### config.mk
export PLATFORM = sky130hd
export DESIGN_NAME = mst_fifo_rd_flat
export DESIGN_NICKNAME = d
export VERILOG_FILES = /design/src/rtl/mst_fifo_rd_if.sv /design/src/rtl/mst_fifo_rd.sv /design/src/flat_wrapper.sv
export SDC_FILE = /design/constraint.sdc
export NUM_CORES = 1
export LEC_CHECK = 0
export BUFFER_PORTS_ARGS = -buffer_cell sky130_fd_sc_hd__buf_4
export CAP_MARGIN = 0
export CORE_ASPECT_RATIO = 0.8
export CORE_MARGIN = 4
export CORE_UTILIZATION = 45
export CTS_CLUSTER_SIZE = 40
export DETAILED_ROUTE_END_ITERATION = 16
export MAX_ROUTING_LAYER = met4
export PLACE_DENSITY = 0.68
export SYNTH_ARGS = -nofsm -noshare
export SYNTH_HDL_FRONTEND = slang
export SYNTH_SLANG_ARGS = --single-unit
### constraint.sdc
create_clock -name clk -period 3.75 [get_ports clk]
set_input_delay 0 -clock clk [delete_from_list [all_inputs] [get_ports clk]]
set_output_delay 0 -clock clk [all_outputs]
set_load 0.03 [all_outputs]
### src/rtl/mst_fifo_rd_if.sv
// FT600 245-mode read-side bus plus the captured-word stream that the read
// engine hands to the downstream data checker.
interface mst_fifo_rd_if;
  logic        rxf_n;    // receive FIFO not empty, active low
  logic [15:0] data_in;  // FT600 data bus
  logic [1:0]  be_in;    // FT600 byte enables
  logic        oe_n;     // bus output-enable, active low
  logic        rd_n;     // read strobe, active low
  logic        ch0_vld;  // one-cycle strobe for a captured full word
  logic [15:0] rdata;    // captured word

  // Read engine side
  modport master (
    input  rxf_n, data_in, be_in,
    output oe_n, rd_n, ch0_vld, rdata
  );

  // FT600 chip / stream consumer side
  modport slave (
    output rxf_n, data_in, be_in,
    input  oe_n, rd_n, ch0_vld, rdata
  );
endinterface

### src/rtl/mst_fifo_rd.sv
// FT600 245-mode read engine. Owns the bus through IDLE -> OE -> READ -> END,
// captures one word per clock while the chip reports data, and bounds each
// bus ownership to MAX_BURST captures so the arbiter can hand the bus to the
// write path. Full words leave as a registered one-cycle strobe.
module mst_fifo_rd #(
  parameter int unsigned MAX_BURST = 256
) (
  input  logic          clk,
  input  logic          rst_n,
  input  logic          rd_en,
  mst_fifo_rd_if.master bus,
  output logic          rd_busy,
  output logic          be_err,
  output logic [31:0]   word_cnt
);

  typedef enum logic [1:0] {
    ST_IDLE = 2'd0,
    ST_OE   = 2'd1,
    ST_READ = 2'd2,
    ST_END  = 2'd3
  } state_t;

  localparam logic [15:0] BURST_LIM = 16'(MAX_BURST);

  // A captured word is only forwarded when both byte lanes are valid.
  function automatic logic is_full_word(input logic [1:0] be);
    return (be == 2'b11);
  endfunction

  state_t      state_r;
  state_t      state_nxt_s;
  logic        oe_n_r;
  logic        rd_n_r;
  logic        rd_busy_r;
  logic        ch0_vld_r;
  logic        be_err_r;
  logic [15:0] rdata_r;
  logic [15:0] burst_cnt_r;
  logic [31:0] word_cnt_r;

  logic        capture_s;
  logic        full_word_s;
  logic        burst_full_s;
  logic        burst_start_s;
  logic        oe_n_nxt_s;
  logic        rd_n_nxt_s;
  logic        busy_nxt_s;

  // rd_n is low exactly while in READ, so every READ edge with data present
  // pulls a word off the chip.
  assign capture_s     = (state_r == ST_READ) && !bus.rxf_n;
  assign full_word_s   = is_full_word(bus.be_in);
  assign burst_full_s  = capture_s && ((burst_cnt_r + 16'd1) == BURST_LIM);
  assign burst_start_s = (state_r == ST_IDLE) && (state_nxt_s == ST_OE);

  // Next-state logic: one turnaround cycle on each side of the READ phase.
  always_comb begin
    state_nxt_s = state_r;
    case (state_r)
      ST_IDLE: begin
        if (rd_en && !bus.rxf_n) begin
          state_nxt_s = ST_OE;
        end else begin
          state_nxt_s = ST_IDLE;
        end
      end
      ST_OE: begin
        state_nxt_s = ST_READ;
      end
      ST_READ: begin
        if (bus.rxf_n || burst_full_s || !rd_en) begin
          state_nxt_s = ST_END;
        end else begin
          state_nxt_s = ST_READ;
        end
      end
      ST_END: begin
        state_nxt_s = ST_IDLE;
      end
      default: begin
        state_nxt_s = ST_IDLE;
      end
    endcase
  end

  // Bus strobes decoded from the next state so they are registered yet
  // change on the same edge as the state itself.
  always_comb begin
    oe_n_nxt_s = 1'b1;
    rd_n_nxt_s = 1'b1;
    busy_nxt_s = 1'b0;
    case (state_nxt_s)
      ST_IDLE: begin
        oe_n_nxt_s = 1'b1;
        rd_n_nxt_s = 1'b1;
        busy_nxt_s = 1'b0;
      end
      ST_OE: begin
        oe_n_nxt_s = 1'b0;
        rd_n_nxt_s = 1'b1;
        busy_nxt_s = 1'b1;
      end
      ST_READ: begin
        oe_n_nxt_s = 1'b0;
        rd_n_nxt_s = 1'b0;
        busy_nxt_s = 1'b1;
      end
      ST_END: begin
        oe_n_nxt_s = 1'b1;
        rd_n_nxt_s = 1'b1;
        busy_nxt_s = 1'b1;
      end
      default: begin
        oe_n_nxt_s = 1'b1;
        rd_n_nxt_s = 1'b1;
        busy_nxt_s = 1'b0;
      end
    endcase
  end

  // State and bus-control registers; reset releases the bus at once.
  always_ff @(posedge clk or negedge rst_n) begin
    if (!rst_n) begin
      state_r   <= ST_IDLE;
      oe_n_r    <= 1'b1;
      rd_n_r    <= 1'b1;
      rd_busy_r <= 1'b0;
    end else begin
      state_r   <= state_nxt_s;
      oe_n_r    <= oe_n_nxt_s;
      rd_n_r    <= rd_n_nxt_s;
      rd_busy_r <= busy_nxt_s;
    end
  end

  // Burst length counter: restarts on every new bus ownership and counts
  // every capture, including partial words.
  always_ff @(posedge clk or negedge rst_n) begin
    if (!rst_n) begin
      burst_cnt_r <= 16'd0;
    end else if (burst_start_s) begin
      burst_cnt_r <= 16'd0;
    end else if (capture_s) begin
      burst_cnt_r <= burst_cnt_r + 16'd1;
    end else begin
      burst_cnt_r <= burst_cnt_r;
    end
  end

  // Capture path: full words become a one-cycle strobe, partial words only
  // raise the sticky byte-enable error.
  always_ff @(posedge clk or negedge rst_n) begin
    if (!rst_n) begin
      ch0_vld_r  <= 1'b0;
      rdata_r    <= 16'h0000;
      be_err_r   <= 1'b0;
      word_cnt_r <= 32'd0;
    end else begin
      ch0_vld_r <= capture_s && full_word_s;
      if (capture_s && full_word_s) begin
        rdata_r    <= bus.data_in;
        word_cnt_r <= word_cnt_r + 32'd1;
      end else begin
        rdata_r    <= rdata_r;
        word_cnt_r <= word_cnt_r;
      end
      if (capture_s && !full_word_s) begin
        be_err_r <= 1'b1;
      end else begin
        be_err_r <= be_err_r;
      end
    end
  end

  assign bus.oe_n    = oe_n_r;
  assign bus.rd_n    = rd_n_r;
  assign bus.ch0_vld = ch0_vld_r;
  assign bus.rdata   = rdata_r;
  assign rd_busy     = rd_busy_r;
  assign be_err      = be_err_r;
  assign word_cnt    = word_cnt_r;

endmodule

### src/flat_wrapper.sv
// flat-port wrapper written by rule: the top's interface ports become plain ports
module mst_fifo_rd_flat 
#(
  parameter int unsigned MAX_BURST = 256
)
  (clk, rst_n, rd_en, rd_busy, be_err, word_cnt, bus_rxf_n, bus_data_in, bus_be_in, bus_oe_n, bus_rd_n, bus_ch0_vld, bus_rdata);
  mst_fifo_rd_if bus_i ();
  input  logic clk;
  input  logic rst_n;
  input  logic rd_en;
  output logic rd_busy;
  output logic be_err;
  output logic [31:0] word_cnt;
  input wire logic [$bits(bus_i.rxf_n)-1:0] bus_rxf_n;
  input wire logic [$bits(bus_i.data_in)-1:0] bus_data_in;
  input wire logic [$bits(bus_i.be_in)-1:0] bus_be_in;
  output wire logic [$bits(bus_i.oe_n)-1:0] bus_oe_n;
  output wire logic [$bits(bus_i.rd_n)-1:0] bus_rd_n;
  output wire logic [$bits(bus_i.ch0_vld)-1:0] bus_ch0_vld;
  output wire logic [$bits(bus_i.rdata)-1:0] bus_rdata;
  assign bus_i.rxf_n = bus_rxf_n;
  assign bus_i.data_in = bus_data_in;
  assign bus_i.be_in = bus_be_in;
  assign bus_oe_n = bus_i.oe_n;
  assign bus_rd_n = bus_i.rd_n;
  assign bus_ch0_vld = bus_i.ch0_vld;
  assign bus_rdata = bus_i.rdata;
  mst_fifo_rd #(.MAX_BURST(MAX_BURST)) u_core (.clk(clk), .rst_n(rst_n), .rd_en(rd_en), .bus(bus_i), .rd_busy(rd_busy), .be_err(be_err), .word_cnt(word_cnt));
endmodule
Word-level counts from Yosys, hierarchy flattened
Index checks and enable logic that the tools add are counted.
Word-level totals
  bits of input ports: 22
  flip-flop bits (word level): 71
  logic and storage cells: 45
Cells by class
  equal/unequal tests: 8
  muxes and demuxes: 8
  reductions and logical operators: 18
  add/subtract/negate cells: 2
Operators by type and width (number)
  $add A32 B1 Y32 const B: 1
  $mux W16: 2
  $add A16 B1 Y16 const B: 1
  $eq A16 B9 Y1 const B: 1
  $eq A2 B2 Y1 const B: 5
  $pmux W2 S4: 1
  $logic_and A1 B1 Y1: 6
  $pmux W1 S2: 3
  $reduce_or A3 Y1: 2
  $eq A2 B1 Y1 const B: 2
  $logic_not A2 Y1: 2
  $reduce_or A2 Y1: 2
  $logic_not A1 Y1: 3
  $logic_or A1 B1 Y1: 2
  $mux W1: 2
  $reduce_bool A2 Y1: 1

Logic depth before layout (Yosys ltp)
Gate-level depths: netlist of the first run.
  word-level depth: 10
  gate-level depth with buffers: 12
  mapped depth without buffers: 9

Worst setup path after synthesis of the first run
OpenSTA, ideal clock, no wires.
  path type: register -> register
  start point: register u_core.burst_cnt_r[0]
  end point: register u_core.burst_cnt_r[10]
  setup time: 0.132 ns
  path slack: 0.981 ns
  period minus slack after synthesis: 2.769 ns
  stages on the path, launching flop included: 13
  path buffers: 3
  arrival time: 2.637 ns
  path through: dfrtp_1 -> ha_1 -> and2_1 -> and4_1 -> clkbuf_1 -> a211o_1 -> o2bb2ai_1 -> o31ai_1 -> ha_1 -> and2_1 -> clkbuf_1 -> clkbuf_1 -> nor2_1
On the way
  cells in the longest elaborated chain, start to end: 10
  elaborated cells on any way between the ends: 12
  those cells by class: add/sub (1); eq/ne (2); mux (4); reduce/logical (5)
RTL lines
  from (decl): RTL line mst_fifo_rd.sv:39  | logic [15:0] burst_cnt_r;
  from (signal assigned): RTL line mst_fifo_rd.sv:145  | burst_cnt_r <= burst_cnt_r + 16'd1;
  from (signal assigned): RTL line mst_fifo_rd.sv:147  | burst_cnt_r <= burst_cnt_r;
  $add A16 B1 Y16 (*): RTL line mst_fifo_rd.sv:54  | assign burst_full_s = capture_s && ((burst_cnt_r + 16'd1) == BURST_LIM);
  $eq A16 B9 Y1 (*): RTL line mst_fifo_rd.sv:54
  $logic_and A1 B1 Y1 (*): RTL line mst_fifo_rd.sv:54
  $logic_or A1 B1 Y1 (*) (2 in a row): RTL line mst_fifo_rd.sv:72  | if (bus.rxf_n || burst_full_s || !rd_en) begin
  $mux W1 (*): RTL line mst_fifo_rd.sv:72
  $pmux W2 S4 (*): RTL line mst_fifo_rd.sv:60  | case (state_r)
  named net u_core.state_nxt_s[0]: RTL line mst_fifo_rd.sv:32  | state_t state_nxt_s;
  $eq A2 B1 Y1 (*): RTL line mst_fifo_rd.sv:55  | assign burst_start_s = (state_r == ST_IDLE) && (state_nxt_s == ST_OE);
  $logic_and A1 B1 Y1 (*): RTL line mst_fifo_rd.sv:55
  $mux W16 / $reduce_bool A2 Y1 (equally long branches)
Mark *: on every way through the listed nets, which the timed path passes. The rest lies on a longest branch. The select of a mux whose other input is x is not followed.
A chain may end at the register's enable or synchronous reset.

Final worst setup path of the first run
  start point: register u_core.burst_cnt_r[0]
  end point: register u_core.burst_cnt_r[4]
Same word-level chain as after synthesis.

==> results of run 1 <==
## worst reg2reg max path: stages (launching register included)
cell,delay (ns)
dfrtp_1,0.44
ha_1,0.27
and2_1,0.17
o22ai_1,0.17
a41oi_1,0.13
a2111o_1,0.43
o31ai_1,0.34
ha_1,0.19
and2_1,0.49
nor2_1,0.13
## placed cells by master (no fill, tap or decap), types with 3 or more instances in the layout
cell type,synthesis,final
ha_1,8,8
nor2_1,28,28
inv_1,12,12
buf_4,0,75
and3_1,8,8
xor2_1,24,24
dfrtp_1,69,69
nor3_1,7,7
and4_1,3,3
nand2_1,74,74
clkbuf_8,0,10
xnor2_1,27,27
dlygate4sd3_1,0,19
and2_1,5,5
nand4_1,13,13
nand3_1,15,15
## power breakdown
group | switching, mW | total [mW] | leakage [nW] | internal (mW)
combinational | 0.515 | 0.837 | 1.17 | 0.322
clock | 0.283 | 0.609 | 0.0997 | 0.326
sequential | 0.117 | 1.04 | 0.931 | 0.928
## state kept, by name (all words and copies together) (netlist names)
signal              count
u_core.state_r          2
u_core.be_err           1
u_core.bus.ch0_vld      1
u_core.word_cnt        32
u_core.burst_cnt_r     16
u_core.bus.rdata       16
u_core.rd_busy          1
u_core.bus.oe_n         1
u_core.bus.rd_n         1
## synthesized netlist by cell type, types with 2 or more instances
library cell / instances / area [µm²]
nor2_1: 28 / 105
nand2b_1: 2 / 12.5
and4_4: 2 / 22.5
and2_1: 5 / 31.3
dfrtp_1: 69 / 1730
buf_2: 3 / 15.0
nor2b_1: 2 / 12.5
xor2_1: 24 / 210
ha_1: 8 / 100
a311oi_1: 2 / 17.5
xnor2_1: 27 / 236
nor3_1: 7 / 35.0
nand3_1: 15 / 75.1
dfstp_2: 2 / 52.6
nand4_1: 13 / 81.3
inv_1: 12 / 45.0
and4_1: 3 / 26.3
and3_1: 8 / 50.1
a21oi_1: 2 / 10.0
clkbuf_1: 10 / 37.5
nand2_1: 74 / 278
buf_6: 3 / 33.8
## cell type report
class | instances | area [µm²]
flip-flops and latches | 71 | 1780
well taps | 87 | 109
fillers | 622 | 2740
repair buffers | 94 | 753
clock inverters | 5 | 56.3
clock buffers | 11 | 141
inverters | 12 | 45.0
multi-input cells | 242 | 1470
## metal layers
| metal | vias up | track usage [%] |
|---|---|---|
| met3 | 7 | 5.49 |
| li1 | 1297 | - |
| met2 | 69 | 25.2 |
| met4 | 0 | 4.05 |
| met5 | - | - |
| met1 | 1251 | 24.0 |
## metrics by stage
stage | instance area (µm²) | std cells | power, mW
2_1_floorplan | 3380 | 341 | 1.57
3_3_place_gp | 3970 | 487 | 1.86
3_5_place_dp | 3970 | 487 | 1.88
4_1_cts | 4360 | 522 | 2.52
5_1_grt | 4360 | 522 | 2.67
6_report | 4360 | 522 | 2.49
## cells by family (layout without fill, tap and decap cells)
group / after synthesis / after routing / synth area share (%)
AOI/OAI and AO/OA: 17 / 17 / 4.07
xor gates and xnor gates: 51 / 51 / 13.2
adders and majority gates: 8 / 8 / 2.96
buffers and inverters: 28 / 122 / 3.88
DFF: 71 / 71 / 52.6
muxes: 1 / 1 / 0.296
and+or+nand+nor: 165 / 165 / 23.0
## how the worst min path moves through the flow
| stage | start | endpoint | slack [ns] |
|---|---|---|---|
| after global placement | rst_n | u_core.rd_busy | 0.18 |
| final | bus_rxf_n | u_core.burst_cnt_r[1] | 0.07 |
| after CTS | bus_rxf_n | u_core.burst_cnt_r[1] | 0.06 |
| after global routing | bus_rxf_n | u_core.burst_cnt_r[1] | 0.07 |
| after detailed placement | rst_n | u_core.be_err | 0.18 |
| after floorplan | rst_n | u_core.be_err | -0.30 |
==> key figures, run 1 <==
Drt
  • Routed wire length on met3: 433 µm
  • Count of antenna-violating nets left after detailed routing: 0
  • Number of design rule violations left after detail routing: 0
  • Average via count per standard cell: 5.03
  • Via count: around 2600
  • Met2 WL post-DR: slightly above 3 mm
  • Routed length per instance: 13.8 µm
  • Total Routed Length: 7.18 mm
  • Top metal layer carrying routed signals: met4
  • Sum of routed wire segments on met1: 3.58 mm
  • DRC marker count from the first detailed-route iteration: 87
  • Pre-Repair DR Iteration Count: 5

Clocking
  • Clk Tree Root Cell: clkbuf_8
  • Clock sink total: around 70
  • Post-cts hold buffer count: 19
  • Number of buffers between clock root and the deepest sink: 2
  • Clock network latency to the later pin of the worst-skew pair: 0.33 ns
  • Resized Gates After CTS: 0
  • Post-CTS Setup Inserts: 0
  • Total clock buffers created by CTS: 9
  • Worst-path clk slew: around 0.07 ns
  • TritonCTS clock tree: done
  • Maximum level of the CTS H-tree: 3

Synthesis
  • Synth Register Bits: 71
  • Number of flops mapped to enable cells by yosys: 0
  • Total nets after synthesis: 371
  • Portion of the post-synthesis area used by sequential elements: 52.6%
  • Synth warn: 0
  • Post-synth ARST share: 100%
  • Post-synthesis average cell area: 9.92 µm²
  • Distinct cell type count after synthesis: 42
  • Most frequently used flop master after synthesis: dfrtp_1
  • Mapped Area: ~3400 µm²
  • Synth Instances: about 340

Global routing
  • Total global-route track usage: 17.4%
  • Number of global-route vias before repair: 2603
  • Pin count of the biggest net entering global routing: 72
  • First-pass GRT wire length: 12.5 mm
  • Initial antenna violation count: 0
  • Total overflow reported by the global router: 0

Finish
  • Utilization after layout: between 60% and 70%
  • Area Growth Syn to Fin: 28.8%
  • Number of nets in the final layout: 460
  • Ratio of cells with drive above 1 in the final layout: 22.5%
  • Antenna fix cells: 0

Worst setup path
  • Worst setup path startpoint: u_core.burst_cnt_r[0]
  • Worst setup path class: reg -> reg
  • Reg-to-Reg Start: u_core.burst_cnt_r[0]
  • Slowest-stage cell, CP: and2_1
  • CP startpoint kind: register
  • Critical path's top delay family: compound AO/OA/AOI/OAI gates
  • Cell depth of the worst setup path: 9
  • Critical path destination: u_core.burst_cnt_r[4]
  • Critical-path maximum fanout: 16
  • Data arrival time of the critical path: about 3.1 ns
  • Reg-to-reg slack, setup: 0.84 ns
  • Critical Path Sink Type: register
  • Required time at the endpoint of the critical path: 3.94 ns
  • Largest incremental delay on the critical path: 0.49 ns
  • CP bufs+invs: 0
  • Cells along the critical path: ha_1 -> and2_1 -> o22ai_1 -> a41oi_1 -> a2111o_1 -> o31ai_1 -> ha_1 -> and2_1 -> nor2_1
  • Reg2Reg Capture Point: u_core.burst_cnt_r[4]
  • Reg2reg path depth: 9

STA
  • Measured slew at the worst slew-check pin: 0.881 ns
  • Unrepaired setup endpoints after global routing: no
  • Min Clock Period, post-route: 2.91 ns
  • Post-route clock period utilization: between 70% and 80%
  • Worst hold-check slack: 0.0657 ns
  • Setup Total Neg Slack: 0 ns
  • Min setup slack post-route: 0.839 ns
  • Max Clk Rate: 343 MHz
  • Final setup fails: 0
  • Final Hold Viols: 0
  • Count of final max-slew check failures: 0
  • Worst max-slew margin expressed relative to the limit: 41.3%
  • Final worst clock skew: about 0.011 ns

Die
  • Overall die height: 85.5 µm
  • I/O pin count: 75
  • Effective utilization at floorplan: 47.7%
  • Die extent in x: around 100 µm
  • Cell row count: 27
  • Die area: 8980 µm²
  • Placeable Area: between 7000 and 8000 µm²

Placed design
  • IO buf count: 74
  • Placement-stage worst setup slack: ~0.81 ns
  • DP HPWL: 4.90 mm
  • Routability Congestion: 0.810

Worst hold path
  • Number of stages on the worst hold path: 4
  • Path class of the lowest-slack min-delay path: in -> reg

Job
  • Max-cap violations: 0

Run status
  • Outcome: completed

Power and ir drop
  • Power per cell area: 572 nW/µm²
  • Standby leakage power: 2.20 nW
  • Peak VDD IR: 401 µV
Power figures use the tool's default switching activity.
==> run 2, diff against run 1 <==
--- a/config.mk
+++ b/config.mk
@@ -13,7 +13,7 @@
 export CTS_CLUSTER_SIZE = 40
 export DETAILED_ROUTE_END_ITERATION = 16
 export MAX_ROUTING_LAYER = met4
-export PLACE_DENSITY = 0.68
+export PLACE_DENSITY = 0.71
 export SYNTH_ARGS = -nofsm -noshare
 export SYNTH_HDL_FRONTEND = slang
 export SYNTH_SLANG_ARGS = --single-unit
==> constraint.sdc (replaced) <==
create_clock -name clk -period 2.4 [get_ports clk]
set_input_delay 0 -clock clk [delete_from_list [all_inputs] [get_ports clk]]
set_output_delay 0 -clock clk [all_outputs]
set_load 0.03 [all_outputs]
==> run 2 against run 1 <==
  * Highest routed layer unchanged
  * Critical path depth did not move
  * Critical path type unchanged
  * Wire length rose by 13%
  * Critical endpoint unchanged
  * Worst hold slack improved by 0.042 ns
  * Sequential share of layout area is 2.3 points lower
  * The flow now finishes with violations (negative setup slack)
==> key figures, run 2 (same netlist as run 1, synthesis figures left out) <==
STA
  • Max Clk Rate: 410 MHz (+20%)
  • Count of final max-slew check failures: 0 (unchanged)
  • Worst max-slew margin expressed relative to the limit: 40.8% (-0.45 points)
  • Final worst clock skew: 0.0104 ns (-0.000171 ns)
  • Post-route clock period utilization: 102% (+24 points)
  • Final setup fails: 16 (+16)
  • Min setup slack post-route: -0.0361 ns (-0.875 ns)
  • Measured slew at the worst slew-check pin: 0.888 ns (+0.00680 ns)
  • Unrepaired setup endpoints after global routing: yes
  • Final Hold Viols: 0 (unchanged)
  • Setup Total Neg Slack: -0.422 ns (-0.422 ns)
  • Min Clock Period, post-route: 2.44 ns (-0.475 ns)

Die
  • I/O pin count: 75 (unchanged)
  • Die extent in x: 105 µm (unchanged)
  • Die area: 8980 µm² (unchanged)
  • Placeable Area: 7090 µm² (unchanged)
  • Cell row count: 27 (unchanged)
  • Overall die height: 85.5 µm (unchanged)
  • Effective utilization at floorplan: 47.7% (unchanged)

Drt
  • Count of antenna-violating nets left after detailed routing: 0 (unchanged)
  • DRC marker count from the first detailed-route iteration: 108 (+24%)
  • Routed length per instance: 15.0 µm (+9.2%)
  • Total Routed Length: 8.13 mm (+13%)
  • Pre-Repair DR Iteration Count: 4 (-1)
  • Average via count per standard cell: 5.11 (+1.6%)
  • Via count: 2764 (+5.3%)
  • Number of design rule violations left after detail routing: 0 (unchanged)

Worst setup path
  • CP startpoint kind: register
  • Reg-to-reg slack, setup: -0.04 ns (-0.87 ns)
  • Critical Path Sink Type: register
  • Reg2reg path depth: 9 (unchanged)
  • Critical-path maximum fanout: 8 (-8)
  • Reg2Reg Capture Point: u_core.burst_cnt_r[4]
  • Data arrival time of the critical path: 2.67 ns (-0.43 ns)
  • Required time at the endpoint of the critical path: 2.63 ns (-1.31 ns)
  • Worst setup path class: reg -> reg
  • Reg-to-Reg Start: u_core.burst_cnt_r[4]

Global routing
  • Global-route met2 utilization: 30.2% (+5.0 points)
  • Number of global-route vias before repair: 2846 (+9.3%)
  • GR met3 Demand/Resource: 7.00% (+1.5 points)
  • Total global-route track usage: 19.2% (+1.7 points)
  • First-pass GRT wire length: 13.5 mm (+8.3%)
  • Most utilized layer in the global route result: met2
  • Initial antenna violation count: 0 (unchanged)
  • Pin count of the biggest net entering global routing: 72 (unchanged)
  • Met1 global-route usage: 23.3% (-0.75 points)
  • Total overflow reported by the global router: 0 (unchanged)

Clocking
  • Clock sink total: 71 (unchanged)
  • Clk Tree Root Cell: clkbuf_8
  • Worst-path clk slew: 0.07 ns (about the same)
  • TritonCTS clock tree: done
  • Clock network latency to the later pin of the worst-skew pair: 0.35 ns (+0.02 ns)
  • Maximum level of the CTS H-tree: 3 (unchanged)
  • Total clock buffers created by CTS: 9 (unchanged)
  • Number of buffers between clock root and the deepest sink: 2 (unchanged)

Job
  • Max-cap violations: 0 (unchanged)

Finish
  • Area Growth Syn to Fin: 36.6%
  • Most common cell after layout, fill and taps aside: buf_4
  • Commonest cells after routing, fill and taps aside: 92 x buf_4, 74 x nand2_1, 67 x dfrtp_1, 27 x xnor2_1, 26 x nor2_1
  • Antenna fix cells: 0 (unchanged)
  • Number of flip-flops under the largest register name: 32 (unchanged)
  • Number of nets in the final layout: 480 (+4.3%)
  • Utilization after layout: 65.1% (+3.7 points)
  • Ratio of cells with drive above 1 in the final layout: 30.0% (+7.4 points)
  • Final std cell area, no fill: 4620 µm² (+6.1%)
  • Filler Cell Count: 569 (-8.5%)

Worst hold path
  • Number of stages on the worst hold path: 4 (unchanged)
  • Endpoint, Worst Hold: u_core.state_r[0]
  • Path class of the lowest-slack min-delay path: in -> reg
  • Startpoint of the tightest hold check path: rd_en

Run status
  • Outcome: finished, violations left
  • Violated checks: negative setup slack

Power and ir drop
  • Power consumption: 4.17 mW (+68%)
  • Power per cell area: 903 nW/µm² (+58%)
  • Peak VDD IR: 641 µV (+60%)
  • Standby leakage power: 2.31 nW (+4.7%)

Placed design
  • Routability Congestion: 0.869 (+7.2%)
  • DP HPWL: 5.27 mm (+7.6%)
  • Placement-stage worst setup slack: -0.0165 ns (-0.826 ns)
  • Cell area reported after detailed placement: 4070 µm² (+2.6%)
  • IO buf count: 74 (unchanged)
[run 2: layout make-up]
class	instances	area [µm²]	area share, %
Inverter	12	45.0	0.975
Timing Repair Buffer	113	903	19.6
Clock buffer	9	124	2.68
Tap cell	87	109	2.36
Sequential cell	71	1780	38.6
Multi-Input combinational cell	243	1570	34.0
Clock inverter	6	86.3	1.87
[run 2: how the worst max path moves through the flow]
stage | cells past startpoint | from | to | slack (ns)
3_5_place_dp | 9 | u_core.burst_cnt_r[0] | u_core.burst_cnt_r[4] | -0.02
3_3_place_gp | 9 | u_core.burst_cnt_r[0] | u_core.burst_cnt_r[3] | 0.06
2_1_floorplan | 12 | u_core.burst_cnt_r[0] | u_core.burst_cnt_r[9] | -0.05
6_report | 9 | u_core.burst_cnt_r[4] | u_core.burst_cnt_r[4] | -0.04
4_1_cts | 9 | u_core.burst_cnt_r[1] | u_core.burst_cnt_r[4] | 0.008
5_1_grt | 9 | u_core.burst_cnt_r[4] | u_core.burst_cnt_r[9] | -0.06
[run 2: repair_timing]
item,CTS,global route
pin swaps,0,7
endpoints found under the hold margin,86,0
setup buffers,0,8
cloned,1,0
setup endpoints to repair,15,17
hold buffers,19,0
gates resized for setup,3,16
[run 2: routing by layer]
| layer | up-vias | part of all wire (%) | routed length, µm |
|---|---|---|---|
| li1 | 1342 | - | - |
| met5 | - | 0 | 0 |
| met1 | 1331 | 44 | 3600 |
| met2 | 81 | 47 | 3840 |
| met4 | 0 | 1.3 | 102 |
| met3 | 10 | 7.2 | 587 |
[run 2: report_power, final]
group	switching [mW]	leakage, nW	internal [mW]	total [mW]
sequential	0.184	0.929	1.45	1.64
combinational	0.897	1.27	0.617	1.51
clock	0.447	0.105	0.577	1.02
[run 2: per-stage QoR]
step | hold WS, ns | instances
after floorplan | -0.296 | 341
after global placement | 0.186 | 498
after CTS | 0.0659 | 533
after detailed placement | 0.182 | 498
final | 0.108 | 541
after global routing | 0.0959 | 541
[run 2: critical path: stages, from the launching register on]
cell	delay, ns
dfrtp_1	0.42
buf_4	0.16
or3_1	0.33
o21ai_1	0.10
a21oi_1	0.09
a2111o_1	0.39
o31ai_2	0.33
ha_2	0.24
and2_4	0.20
nor2_1	0.06
==> run 3, diff against run 2 <==
--- a/config.mk
+++ b/config.mk
@@ -12,6 +12,7 @@
 export CORE_UTILIZATION = 45
 export CTS_CLUSTER_SIZE = 40
 export DETAILED_ROUTE_END_ITERATION = 16
+export GPL_TIMING_DRIVEN = 0
 export MAX_ROUTING_LAYER = met4
 export PLACE_DENSITY = 0.71
 export SYNTH_ARGS = -nofsm -noshare
==> run 3 against run 2 <==
  * Via count is 0.80% higher
  * Critical path type unchanged
  * Largest cell class unchanged
  * Clock power is 6% lower
  * Power is 2.0% higher
  * The run still ends with negative setup slack left
==> key figures, run 3 (same netlist as run 1, synthesis figures left out) <==
Power and ir drop
  • Standby leakage power: 2.35 nW (+1.8%)
  • Power consumption: 4.26 mW (+2.0%)
  • Power per cell area: 894 nW/µm² (-1.0%)
  • Peak VDD IR: 676 µV (+5.5%)

Drt
  • Pre-Repair DR Iteration Count: 4 (unchanged)
  • Average via count per standard cell: 5.05 (-1.2%)
  • Number of design rule violations left after detail routing: 0 (unchanged)
  • DRC marker count from the first detailed-route iteration: 150 (+39%)
  • Count of antenna-violating nets left after detailed routing: 0 (unchanged)
  • Via count: 2786 (+0.80%)
  • Routed length per instance: 14.4 µm (-4.1%)
  • Total Routed Length: 7.96 mm (-2.1%)

STA
  • Unrepaired setup endpoints after global routing: yes
  • Min Clock Period, post-route: 2.45 ns (+0.0186 ns)
  • Min setup slack post-route: -0.0547 ns (-0.0186 ns)
  • Max Clk Rate: 407 MHz (-0.76%)
  • Final worst clock skew: 0.0101 ns (-0.000325 ns)
  • Worst max-slew margin expressed relative to the limit: 41.1% (+0.29 points)
  • Final setup fails: 16 (unchanged)
  • Final Hold Viols: 0 (unchanged)
  • Post-route clock period utilization: 102% (+0.78 points)
  • Setup Total Neg Slack: -0.680 ns (-0.257 ns)
  • Measured slew at the worst slew-check pin: 0.883 ns (-0.00429 ns)
  • Count of final max-slew check failures: 0 (unchanged)

Die
  • I/O pin count: 75 (unchanged)
  • Effective utilization at floorplan: 47.7% (unchanged)
  • Die area: 8980 µm² (unchanged)
  • Placeable Area: 7090 µm² (unchanged)
  • Cell row count: 27 (unchanged)
  • Die extent in x: 105 µm (unchanged)
  • Overall die height: 85.5 µm (unchanged)

Finish
  • Final std cell area, no fill: 4760 µm² (+3.0%)
  • Most common cell after layout, fill and taps aside: buf_4
  • Commonest cells after routing, fill and taps aside: 91 x buf_4, 74 x nand2_1, 64 x dfrtp_1, 26 x xnor2_1, 24 x xor2_1
  • Number of nets in the final layout: 491 (+2.3%)
  • Area Growth Syn to Fin: 40.8%
  • Antenna fix cells: 0 (unchanged)
  • Filler Cell Count: 544 (-4.4%)
  • Ratio of cells with drive above 1 in the final layout: 33.1% (+3.2 points)
  • Number of flip-flops under the largest register name: 32 (unchanged)

Clocking
  • TritonCTS clock tree: done
  • Clock sink total: 71 (unchanged)
  • Clock network latency to the later pin of the worst-skew pair: 0.34 ns (about the same)
  • Number of buffers between clock root and the deepest sink: 2 (unchanged)
  • Maximum level of the CTS H-tree: 3 (unchanged)
  • Total clock buffers created by CTS: 9 (unchanged)
  • Worst-path clk slew: 0.08 ns (about the same)
  • Clk Tree Root Cell: clkbuf_8

Global routing
  • Pin count of the biggest net entering global routing: 72 (unchanged)
  • First-pass GRT wire length: 13.5 mm (unchanged)
  • Total global-route track usage: 18.8% (-0.38 points)
  • Number of global-route vias before repair: 2822 (-0.84%)
  • Total overflow reported by the global router: 0 (unchanged)
  • Initial antenna violation count: 0 (unchanged)

Worst setup path
  • Critical path's top delay family: compound AO/OA/AOI/OAI gates
  • Required time at the endpoint of the critical path: 2.63 ns (about the same)
  • Slowest-stage cell, CP: dfrtp_1
  • Critical Path Sink Type: register
  • Data arrival time of the critical path: 2.68 ns (about the same)
  • Largest incremental delay on the critical path: 0.38 ns (-0.04 ns)
  • Cells along the critical path: buf_6 -> and4_4 -> buf_6 -> and4_4 -> a211o_1 -> o2bb2ai_2 -> o31ai_2 -> ha_2 -> and2_4 -> clkbuf_16 -> nor2_1
  • Critical-path maximum fanout: 7 (-1)
  • CP bufs+invs: 3 (+2)
  • CP startpoint kind: register
  • Worst setup path class: reg -> reg

Placed design
  • DP HPWL: 4.88 mm (-7.5%)
  • IO buf count: 74 (unchanged)
  • Placement-stage worst setup slack: -0.247 ns (-0.230 ns)
  • Routability Congestion: 0.791 (-8.9%)
  • Cell area reported after detailed placement: 4090 µm² (+0.43%)

Run status
  • Violated checks: negative setup slack
  • Outcome: finished, violations left

Job
  • Max-cap violations: 0 (unchanged)

Worst hold path
  • Path class of the lowest-slack min-delay path: in -> reg
-- run 3: final timing paths --
kind	start	endpoint	slack, ns	cells past startpoint
max in group asynchronous	rst_n	u_core.burst_cnt_r[0]	1.45	2
min in group asynchronous	rst_n	u_core.be_err	0.32	2
worst min-delay path	bus_rxf_n	u_core.burst_cnt_r[1]	0.15	4
worst max register to register	u_core.burst_cnt_r[5]	u_core.burst_cnt_r[9]	-0.05	11
worst max-delay path	u_core.burst_cnt_r[5]	u_core.burst_cnt_r[9]	-0.05	11
worst min register to register	u_core.be_err	u_core.be_err	0.46	1
-- run 3: report_power, final --
part / internal [mW] / leakage [nW] / switching, mW / total, mW
clock: 0.505 / 0.103 / 0.458 / 0.963
sequential: 1.46 / 0.924 / 0.196 / 1.65
combinational: 0.702 / 1.32 / 0.941 / 1.64
total: 2.66 / 2.35 / 1.59 / 4.26
-- run 3: cell type report --
class | count | area (µm²) | area share, %
inverter | 12 | 45.0 | 0.946
clock buffer | 10 | 138 | 2.89
clock inverter | 5 | 57.6 | 1.21
buffer | 10 | 76.3 | 1.60
timing repair buffer | 115 | 942 | 19.8
multi-input combinational | 242 | 1610 | 33.8
tap | 87 | 109 | 2.29
sequential | 71 | 1790 | 37.5
-- run 3: stage by stage --
stage / hold slack [ns] / util, % / cells
final: 0.149 / 67.1 / 552
after global placement: 0.186 / 57.6 / 502
after detailed placement: 0.187 / 57.6 / 502
after floorplan: -0.296 / - / 341
after CTS: 0.132 / 65.6 / 547
after global routing: 0.143 / 67.1 / 552
-- run 3: timing repair --
item                                   CTS  global route
pin swaps                                8            11
gates resized for setup                 18            22
buffers inserted                        14             7
hold buffers                            19             0
endpoints found under the hold margin   86             0
cloned                                   1             0
setup endpoints to repair               16            22
-- run 3: per-layer routing --
metal  wire, µm  part of all wire, %  vias to the layer above  track usage (%)
li1           -                    -                     1369                -
met1       3700                   47                     1337             24.7
met2       3690                   46                       70             28.6
met3        461                  5.8                       10             5.27
met4        103                  1.3                        0             5.60
met5          0                    0                        -                -
-- run 3: worst min-delay path, cell delays in order --
cell	delay, ns
buf_4	0.12
nand2b_1	0.19
nand2_1	0.09
a21oi_1	0.05
